## config.mk

```make
export PLATFORM = sky130hd
export DESIGN_NAME = eeg_acc_cfg_port
export DESIGN_NICKNAME = d
export VERILOG_FILES = /design/src/rtl/eeg_acc_pkg.sv /design/src/rtl/eeg_cfg_regfile.sv /design/src/rtl/eeg_acc_cfg_port.sv
export SDC_FILE = /design/constraint.sdc
export NUM_CORES = 1
export LEC_CHECK = 0
export CORE_UTILIZATION = 56
export CTS_BUF_LIST = sky130_fd_sc_hd__clkbuf_2 sky130_fd_sc_hd__clkbuf_4 sky130_fd_sc_hd__clkbuf_8
export DETAILED_ROUTE_END_ITERATION = 10
export GPL_TIMING_DRIVEN = 0
export PLACE_DENSITY = 0.95
export SETUP_SLACK_MARGIN = 0.05
export SLEW_MARGIN = 5
export SYNTH_ARGS = -nofsm -noshare
export SYNTH_HDL_FRONTEND = slang
export SYNTH_SLANG_ARGS = --single-unit
```

## constraint.sdc

```tcl
create_clock -name clk -period 6.53 [get_ports clk]
set_input_delay 0.9795 -clock clk [delete_from_list [all_inputs] [get_ports clk]]
set_output_delay 0.9795 -clock clk [all_outputs]
set_load 0.05 [all_outputs]
```

## src/rtl/eeg_acc_pkg.sv

```systemverilog
// Shared definitions for the accelerator configuration port.
//   - Header opcodes carried in the top two bits of a header beat.
//   - Bit positions of the opcode field inside a header beat.
//   - Encoding of the command-decoder states.
package eeg_acc_pkg;

    localparam logic [1:0] OP_WRITE  = 2'b00;
    localparam logic [1:0] OP_READ   = 2'b01;
    localparam logic [1:0] OP_STREAM = 2'b10;
    localparam logic [1:0] OP_RSVD   = 2'b11;

    // Opcode field of a header beat; the start address is in the low REG_AW bits.
    localparam int HDR_OP_HI = 7;
    localparam int HDR_OP_LO = 6;

    typedef enum logic [2:0] {
        ST_IDLE    = 3'd0,
        ST_WR      = 3'd1,
        ST_RD_LEN  = 3'd2,
        ST_RD_RESP = 3'd3,
        ST_STREAM  = 3'd4,
        ST_DROP    = 3'd5
    } acc_state_t;

endpackage

```

## src/rtl/eeg_cfg_regfile.sv

```systemverilog
// Configuration register bank: 2**AW registers of DW bits.
// Ports:
//   clk, rst_n   clock, asynchronous active-low reset (clears every register)
//   wr_en        write strobe; wr_data lands in register wr_addr at the edge
//   rd_addr      combinational read address, rd_data the selected register
//   cfg_flat     all registers side by side, register i at [i*DW +: DW]
module eeg_cfg_regfile #(
    parameter int DW = 8,
    parameter int AW = 4
) (
    input  logic                  clk,
    input  logic                  rst_n,
    input  logic                  wr_en,
    input  logic [AW-1:0]         wr_addr,
    input  logic [DW-1:0]         wr_data,
    input  logic [AW-1:0]         rd_addr,
    output logic [DW-1:0]         rd_data,
    output logic [(2**AW)*DW-1:0] cfg_flat
);

    localparam int NUM = 2 ** AW;

    logic [DW-1:0] reg_arr [NUM];

    generate
        for (genvar gi = 0; gi < NUM; gi++) begin : g_reg
            logic [DW-1:0] reg_q;

            always_ff @(posedge clk or negedge rst_n) begin
                if (!rst_n) begin
                    reg_q <= '0;
                end else if (wr_en && (wr_addr == AW'(gi))) begin
                    reg_q <= wr_data;
                end
            end

            assign reg_arr[gi]              = reg_q;
            assign cfg_flat[gi*DW +: DW]    = reg_q;
        end
    endgenerate

    assign rd_data = reg_arr[rd_addr];

endmodule

```

## src/rtl/eeg_acc_cfg_port.sv

```systemverilog
// Accelerator-side endpoint of the pad-buffer streams.
// Decodes framed commands on ACC_DAT (register write, register read-back,
// sample streaming), returns read data on ACC_OUT, forwards sample payload
// to the compute core on SMP_*, and exposes the register bank as CFG_REG.
// Ports:
//   clk, rst_n                   clock, asynchronous active-low reset
//   ACC_DAT_{VLD,LST,RDY,DAT,CMD} command/payload input stream (CMD=1 header)
//   ACC_OUT_{VLD,LST,RDY,DAT}    read response stream (zero-extended data)
//   SMP_{VLD,LST,RDY,DAT}        sample stream to the core (pass-through)
//   CFG_REG                      flat register bank
//   ERR_FLAG                     sticky protocol error, cleared only by reset
module eeg_acc_cfg_port
    import eeg_acc_pkg::*;
#(
    parameter int CHIP_DAT_DW = 8,
    parameter int CHIP_OUT_DW = 8,
    parameter int REG_AW      = 4
) (
    input  logic                             clk,
    input  logic                             rst_n,
    input  logic                             ACC_DAT_VLD,
    input  logic                             ACC_DAT_LST,
    output logic                             ACC_DAT_RDY,
    input  logic [CHIP_DAT_DW-1:0]           ACC_DAT_DAT,
    input  logic                             ACC_DAT_CMD,
    output logic                             ACC_OUT_VLD,
    output logic                             ACC_OUT_LST,
    input  logic                             ACC_OUT_RDY,
    output logic [CHIP_OUT_DW-1:0]           ACC_OUT_DAT,
    output logic                             SMP_VLD,
    output logic                             SMP_LST,
    input  logic                             SMP_RDY,
    output logic [CHIP_DAT_DW-1:0]           SMP_DAT,
    output logic [(2**REG_AW)*CHIP_DAT_DW-1:0] CFG_REG,
    output logic                             ERR_FLAG
);

    acc_state_t             state_reg, state_next;
    logic [REG_AW-1:0]      ptr_reg, ptr_next;
    logic [CHIP_DAT_DW-1:0] cnt_reg, cnt_next;
    logic                   err_reg, err_next;

    logic                   wr_en;
    logic [CHIP_DAT_DW-1:0] rd_data;
    logic                   dat_rdy;
    logic                   smp_vld;
    logic                   resp_active;

    // Header decode, independent of the current state: a header beat is
    // always interpreted as the start of a new frame.
    logic [1:0]             hdr_op;
    logic [REG_AW-1:0]      hdr_addr;
    acc_state_t             hdr_state;
    logic                   hdr_err;

    assign hdr_op   = ACC_DAT_DAT[HDR_OP_HI:HDR_OP_LO];
    assign hdr_addr = ACC_DAT_DAT[REG_AW-1:0];

    always_comb begin
        hdr_state = ST_IDLE;
        hdr_err   = 1'b0;
        case (hdr_op)
            OP_WRITE:  hdr_state = ACC_DAT_LST ? ST_IDLE : ST_WR;
            OP_READ: begin
                // A read needs its length beat; a single-beat read frame is malformed.
                if (ACC_DAT_LST) begin
                    hdr_state = ST_IDLE;
                    hdr_err   = 1'b1;
                end else begin
                    hdr_state = ST_RD_LEN;
                end
            end
            OP_STREAM: hdr_state = ACC_DAT_LST ? ST_IDLE : ST_STREAM;
            OP_RSVD: begin
                hdr_state = ACC_DAT_LST ? ST_IDLE : ST_DROP;
                hdr_err   = 1'b1;
            end
            default: begin
                hdr_state = ST_IDLE;
                hdr_err   = 1'b1;
            end
        endcase
    end

    always_comb begin
        state_next = state_reg;
        ptr_next   = ptr_reg;
        cnt_next   = cnt_reg;
        err_next   = err_reg;
        wr_en      = 1'b0;
        dat_rdy    = 1'b0;
        smp_vld    = 1'b0;

        if (state_reg == ST_RD_RESP) begin
            // Input is stalled here, so the register bank is never written
            // while a response is being read out of it.
            if (ACC_OUT_RDY) begin
                ptr_next = ptr_reg + REG_AW'(1);
                cnt_next = cnt_reg - CHIP_DAT_DW'(1);
                if (cnt_reg == '0) begin
                    state_next = ST_IDLE;
                end
            end
        end else if (ACC_DAT_VLD && ACC_DAT_CMD) begin
            // Header: accepted unconditionally (not forwarded to SMP); any
            // frame in progress is aborted and flagged.
            dat_rdy    = 1'b1;
            state_next = hdr_state;
            ptr_next   = hdr_addr;
            err_next   = err_reg | hdr_err | (state_reg != ST_IDLE);
        end else begin
            dat_rdy = (state_reg == ST_STREAM) ? SMP_RDY : 1'b1;
            smp_vld = (state_reg == ST_STREAM) && ACC_DAT_VLD;
            if (ACC_DAT_VLD && dat_rdy) begin
                case (state_reg)
                    ST_IDLE: err_next = 1'b1;
                    ST_WR: begin
                        wr_en    = 1'b1;
                        ptr_next = ptr_reg + REG_AW'(1);
                        if (ACC_DAT_LST) state_next = ST_IDLE;
                    end
                    ST_RD_LEN: begin
                        cnt_next = ACC_DAT_DAT;
                        if (ACC_DAT_LST) begin
                            state_next = ST_RD_RESP;
                        end else begin
                            state_next = ST_DROP;
                            err_next   = 1'b1;
                        end
                    end
                    ST_STREAM, ST_DROP: begin
                        if (ACC_DAT_LST) state_next = ST_IDLE;
                    end
                    default: state_next = ST_IDLE;
                endcase
            end
        end
    end

    always_ff @(posedge clk or negedge rst_n) begin
        if (!rst_n) begin
            state_reg <= ST_IDLE;
            ptr_reg   <= '0;
            cnt_reg   <= '0;
            err_reg   <= 1'b0;
        end else begin
            state_reg <= state_next;
            ptr_reg   <= ptr_next;
            cnt_reg   <= cnt_next;
            err_reg   <= err_next;
        end
    end

    eeg_cfg_regfile #(
        .DW (CHIP_DAT_DW),
        .AW (REG_AW)
    ) u_regfile (
        .clk      (clk),
        .rst_n    (rst_n),
        .wr_en    (wr_en),
        .wr_addr  (ptr_reg),
        .wr_data  (ACC_DAT_DAT),
        .rd_addr  (ptr_reg),
        .rd_data  (rd_data),
        .cfg_flat (CFG_REG)
    );

    // Response outputs derive from state/ptr/cnt only, so they stay stable
    // while the sink stalls and drop to zero as soon as reset asserts.
    assign resp_active = (state_reg == ST_RD_RESP);
    assign ACC_OUT_VLD = resp_active;
    assign ACC_OUT_LST = resp_active && (cnt_reg == '0);
    assign ACC_OUT_DAT = resp_active ? CHIP_OUT_DW'(rd_data) : '0;

    assign ACC_DAT_RDY = dat_rdy;
    assign SMP_VLD     = smp_vld;
    assign SMP_LST     = ACC_DAT_LST;
    assign SMP_DAT     = ACC_DAT_DAT;
    assign ERR_FLAG    = err_reg;

endmodule

```

[Word-level counts from Yosys, hierarchy flattened]
Index checks and enable logic that the tools add are counted.
Storage, ports and cells
  register bits: 144
  latch bits: 0
  memory bits (writable): 0
  bits in read-only memories: 0
  bits of input ports: 15
  output and inout port bits: 150
  logic and storage cells: 134
  memories: 0
Cells by class
  $add $sub $neg: 2
  multiply operators: 0
  divide/modulo/power cells: 0
  order comparisons: 1
  eq/ne operators: 29
  shift-type cells: 0
  multiplexer cells: 42
  bitwise gates (word level): 4
  reductions and logical operators: 36
Operator list (number)
  8-bit 2-to-1 mux: 8
  8-bit binary-select mux with 4-bit select: 1
  4-bit == test, second input constant: 8
  3-bit 2-to-1 mux: 9
  1-bit logical AND: 20
  4-bit 2-to-1 mux: 5
  4-bit by 3-bit == test with 1-bit output, second input constant: 4
  1-bit 2-to-1 mux: 14
  3-bit one-hot mux with 4 select lines: 1
  3-bit nonzero test: 4
  3-bit one-hot mux with 3 select lines: 1
  4-bit by 2-bit == test with 1-bit output, second input constant: 2
  8-bit logical NOT: 1
  4-bit AND reduction: 2
  8-bit by 1-bit subtractor with 8-bit output, second input constant: 1
  3-bit by 2-bit == test with 1-bit output, second input constant: 2
  3-bit == test, second input constant: 2
  3-bit inequality test, second input constant: 2
  2-bit nonzero test: 3
  5-bit greater-or-equal comparator, second input constant: 1
  4-bit inverter with 5-bit output: 1
  5-bit AND reduction: 1
  4-bit by 1-bit adder with 4-bit output, second input constant: 1
  2-bit == test, second input constant: 2
  15 further kinds: 18

[Longest topological paths before layout]
  word-level depth: 7
  depth in mapped cells: 8

[Modules after synthesis]
A second synthesis with hierarchy kept.
Unflattened totals
  cells, all modules: 526
  area, all modules: 7158.1 µm²
By module, submodules not included
  eeg_cfg_regfile: instances 1, cells an instance 364, area an instance 5809.3 µm², seq. area each 3203.1 µm²
  eeg_acc_cfg_port: instances 1, cells an instance 162, area an instance 1348.8 µm², seq. area each 400.4 µm²

[Least setup slack after synthesis]
Ideal clock, no wire load.
  path kind: input to output
  start: in ACC_DAT_CMD
  end: out SMP_VLD
  arrival time: 2.406 ns
  data required time: 5.550 ns
  slack: 3.145 ns
  stages on the path: 2
  path buffers: 0
  path through: and2b_1 -> nor3b_1
On the way
  cells in the longest elaborated chain, start to end: 3
Ends and longest elaborated chain
  from (decl): line eeg_acc_cfg_port.sv:25  | input logic ACC_DAT_CMD,
  1-bit logical AND: line eeg_acc_cfg_port.sv:104  | end else if (ACC_DAT_VLD && ACC_DAT_CMD) begin
  1-bit 2-to-1 mux: line eeg_acc_cfg_port.sv:104
  1-bit 2-to-1 mux: line eeg_acc_cfg_port.sv:94  | if (state_reg == ST_RD_RESP) begin
  to (decl): line eeg_acc_cfg_port.sv:30  | output logic SMP_VLD,
No other way between the ends.

[Worst setup path after layout]
  start: reg ptr_reg[1]
  end: out ACC_OUT_DAT[2]
On the way
  cells in the longest elaborated chain, start to end: 5
Ends and longest elaborated chain
  from (decl): line eeg_acc_cfg_port.sv:39  | logic [REG_AW-1:0] ptr_reg, ptr_next;
  from (signal assigned): line eeg_acc_cfg_port.sv:148  | ptr_reg <= ptr_next;
  4-bit inverter with 5-bit output (not written as such): line eeg_cfg_regfile.sv:42  | assign rd_data = reg_arr[rd_addr];
  8-bit binary-select mux with 4-bit select: line eeg_cfg_regfile.sv:42
  8-bit 2-to-1 mux (not written as such) (2 in a row): line eeg_cfg_regfile.sv:42
  8-bit 2-to-1 mux: line eeg_acc_cfg_port.sv:173  | assign ACC_OUT_DAT = resp_active ? CHIP_OUT_DW'(rd_data) : '0;
  to (decl): line eeg_acc_cfg_port.sv:29  | output logic [CHIP_OUT_DW-1:0] ACC_OUT_DAT,
No other way between the ends. The select of a mux whose other input is x is not followed.

==> results.json <==
{
  "worstPathArrival_ns": 3.32,
  "area_growth_pct": 32.05,
  "netlist_top_cells_area": "dfrtp_1 50%, mux2_2 20%, mux4_2 10%, mux2i_1 1.8%, buf_4 1.1%",
  "critical_path.startpoint_type": "register",
  "gp_congestion": 0.8679,
  "dp_cells": 852,
  "final_cells": 884,
  "endpoint_kind": "primary output",
  "ir_drop_mv": 0.4319,
  "reg2reg_depth": 8,
  "firstDrtPassIters": 5,
  "yosysTopAreaCellShare_pct": 50.14,
  "cts_tree": "built",
  "drt_iter0_drc": 482,
  "r2r-end": "u_regfile.g_reg[0].reg_q[3]",
  "worstHoldEndpoint": "ERR_FLAG",
  "pwr_density_cell_mw_per_mm2": 512.9,
  "grt_pass1_vias": 5712,
  "min_path_cells": 1,
  "ys_warn_count": 0,
  "h-tree-depth": 4,
  "skew_ns": 0.008182,
  "post_cts_buffers": 0,
  "fill_cells": 750,
  "synth_common_cells": "144 x dfrtp_1, 128 x mux2_2, 32 x mux4_2",
  "setup_viol": 0,
  "synth.most_common_cell": "dfrtp_1",
  "fin_area_mm2": 0.009490,
  "max_freq_mhz": 232.4,
  "max-cap-violations": 0,
  "drc": 0,
  "grt_max_degree": 81,
  "pre_cts_slack_ns": 2.599,
  "port_buffers": 161,
  "cts_resized": 0,
  "syn_area_mm2": 0.007187,
  "drive_above_1_share_pct": 33.99,
  "wl_per_cell_um": 24.70,
  "vias": 5588,
  "outcome": "finished clean",
  "worstSkewPairLatency_ns": 0.46,
  "cts.clk_slew.worst_paths_ns": 0.08,
  "grt_usage_pct": 34.03,
  "critPathKind": "register to primary output",
  "dpl-instance-area_mm2": 0.009042,
  "syn_nets": 539,
  "largest_reg_flops": 128,
  "cp_slowest_cell": "clkdlybuf4s50_1",
  "yosys.area.top_type": "dfrtp_1",
  "critPathRequiredTime_ns": 5.55,
  "die_h_um": 115.3,
  "wl_um": 21840,
  "tightest_slew_ns": 0.7596,
  "hold_path_class": "register to register",
  "grt_first_pass_wirelength_um": 32690,
  "synthCells": 518,
  "reg2reg_from": "ptr_reg[1]",
  "clockRootBuffer": "clkbuf_8",
  "coreArea_mm2": 0.01257,
  "syn_avg_cell_area_um2": 13.87,
  "viasPerCell": 6.321,
  "finish.utilization_pct": 75.51,
  "finalSetupTns_ns": 0,
  "cts_buffer_depth": 2,
  "diodes": 0,
  "setup_slack_ns": 2.228,
  "cts-buffers-inserted": 17,
  "worst-path-buf-inv": 3,
  "path_max_fanout": 10,
  "fin_crit_ns": 4.302,
  "ctsHoldBuffers": 0,
  "synth-edff-count": 0,
  "overflow": 0,
  "start_util_pct": 57.18,
  "fin_crit_sh_pct": 65.88,
  "max_stage_delay_ns": 0.87,
  "hold_violations": 0,
  "synth_cell_type_count": 57,
  "power_leakage_nw": 4.246,
  "synth-main-ff-cell": "dfrtp_1",
  "min_from": "ERR_FLAG",
  "finalMaxSlewViolations": 0,
  "drtAntennaViolNets": 0,
  "seq_area_frac_synth_pct": 50.14,
  "post-dp-hpwl_um": 15310,
  "grt_setup_unrepaired": "false",
  "ioPinCount": 165,
  "die_area_mm2": 0.01329,
  "ys_seq_elements": 144,
  "fin_nets": 720,
  "synthArstFlopShare_pct": 100.0,
  "cts_num_sinks": 144,
  "antenna_found_initial": 0,
  "relSlewSlack_pct": 49.36,
  "r2r_slack_ns": 3.81,
  "rows": 41,
  "path_cells": "buf_2 -> clkbuf_1 -> mux4_2 -> mux2i_1 -> o21ai_0 -> clkdlybuf4s50_1",
  "die_x_um": 115.3,
  "crit_family": "buffers and inverters"
}
-- logic make-up (layout without fill, tap and decap cells) --
group | count (synthesis) | count (layout) | share of synthesized area [%]
buf+inv | 51 | 245 | 3.482
xor+xnor | 1 | 1 | 0.1219
flops | 144 | 144 | 50.14
simple gates | 84 | 84 | 7.765
compound gates | 59 | 59 | 5.554
mux | 173 | 173 | 31.89
fa+ha+maj | 6 | 6 | 1.045
-- cells in the final DEF (no fill, tap or decap), drive strengths merged, types with 12 or more instances in the layout --
cell / netlist / layout
nand2: 20 / 20
nor2: 12 / 12
o21ai: 18 / 18
buf: 29 / 31
mux2i: 13 / 13
mux4: 32 / 32
clkdlybuf4s50: 0 / 160
mux2: 128 / 128
dfrtp: 144 / 144
clkbuf: 15 / 39
-- worst max path at each step --
| stage | cells after the start | from | slack, ns | end |
|---|---|---|---|---|
| 2_1_floorplan | 2 | ACC_DAT_CMD | 3.14 | SMP_VLD |
| 3_3_place_gp | 1 | rst_n | -0.90 | cnt_reg[1] |
| 3_5_place_dp | 4 | ACC_DAT_VLD | 2.60 | SMP_VLD |
| 4_1_cts | 6 | ptr_reg[1] | 2.19 | ACC_OUT_DAT[2] |
| 5_1_grt | 8 | state_reg[2] | 2.10 | ACC_OUT_DAT[1] |
| 6_report | 6 | ptr_reg[1] | 2.23 | ACC_OUT_DAT[2] |
-- metal layers --
| layer | vias to the layer above | share of wire [%] | global-route usage (%) |
|---|---|---|---|
| met5 | - | 0.17 | 2.963 |
| met4 | 2 | 3.6 | 15.67 |
| met3 | 74 | 9.4 | 10.54 |
| met2 | 362 | 48 | 53.86 |
| met1 | 2854 | 38 | 42.95 |
| li1 | 2296 | - | - |
-- metrics by stage --
step | hold slack (ns) | total power [mW]
2_1_floorplan | 0.4801 | 3.161
3_3_place_gp | 0.4570 | 3.953
3_5_place_dp | 0.4584 | 4.039
4_1_cts | 0.4830 | 4.851
5_1_grt | 0.4895 | 5.016
6_report | 0.4803 | 4.868
-- power breakdown --
part / total (mW) / switching (mW) / internal, mW
logic: 2.58 / 1.61 / 0.978
registers: 1.49 / 0.293 / 1.20
clock network: 0.790 / 0.347 / 0.444
total: 4.87 / 2.25 / 2.62
-- layout make-up --
type                       count  area (um2)  area share [%]
clock buffer                  24       324.1           3.415
multi-input combinational    323        3333           35.12
buffer                        44       224.0           2.360
timing repair buffer         162        1640           17.28
sequential                   144        3603           37.97
tap                          172       215.2           2.268
inverter                       7       26.28          0.2769
clock inverter                 8       123.9           1.305
No activity file was read; power rests on OpenSTA's default activity.
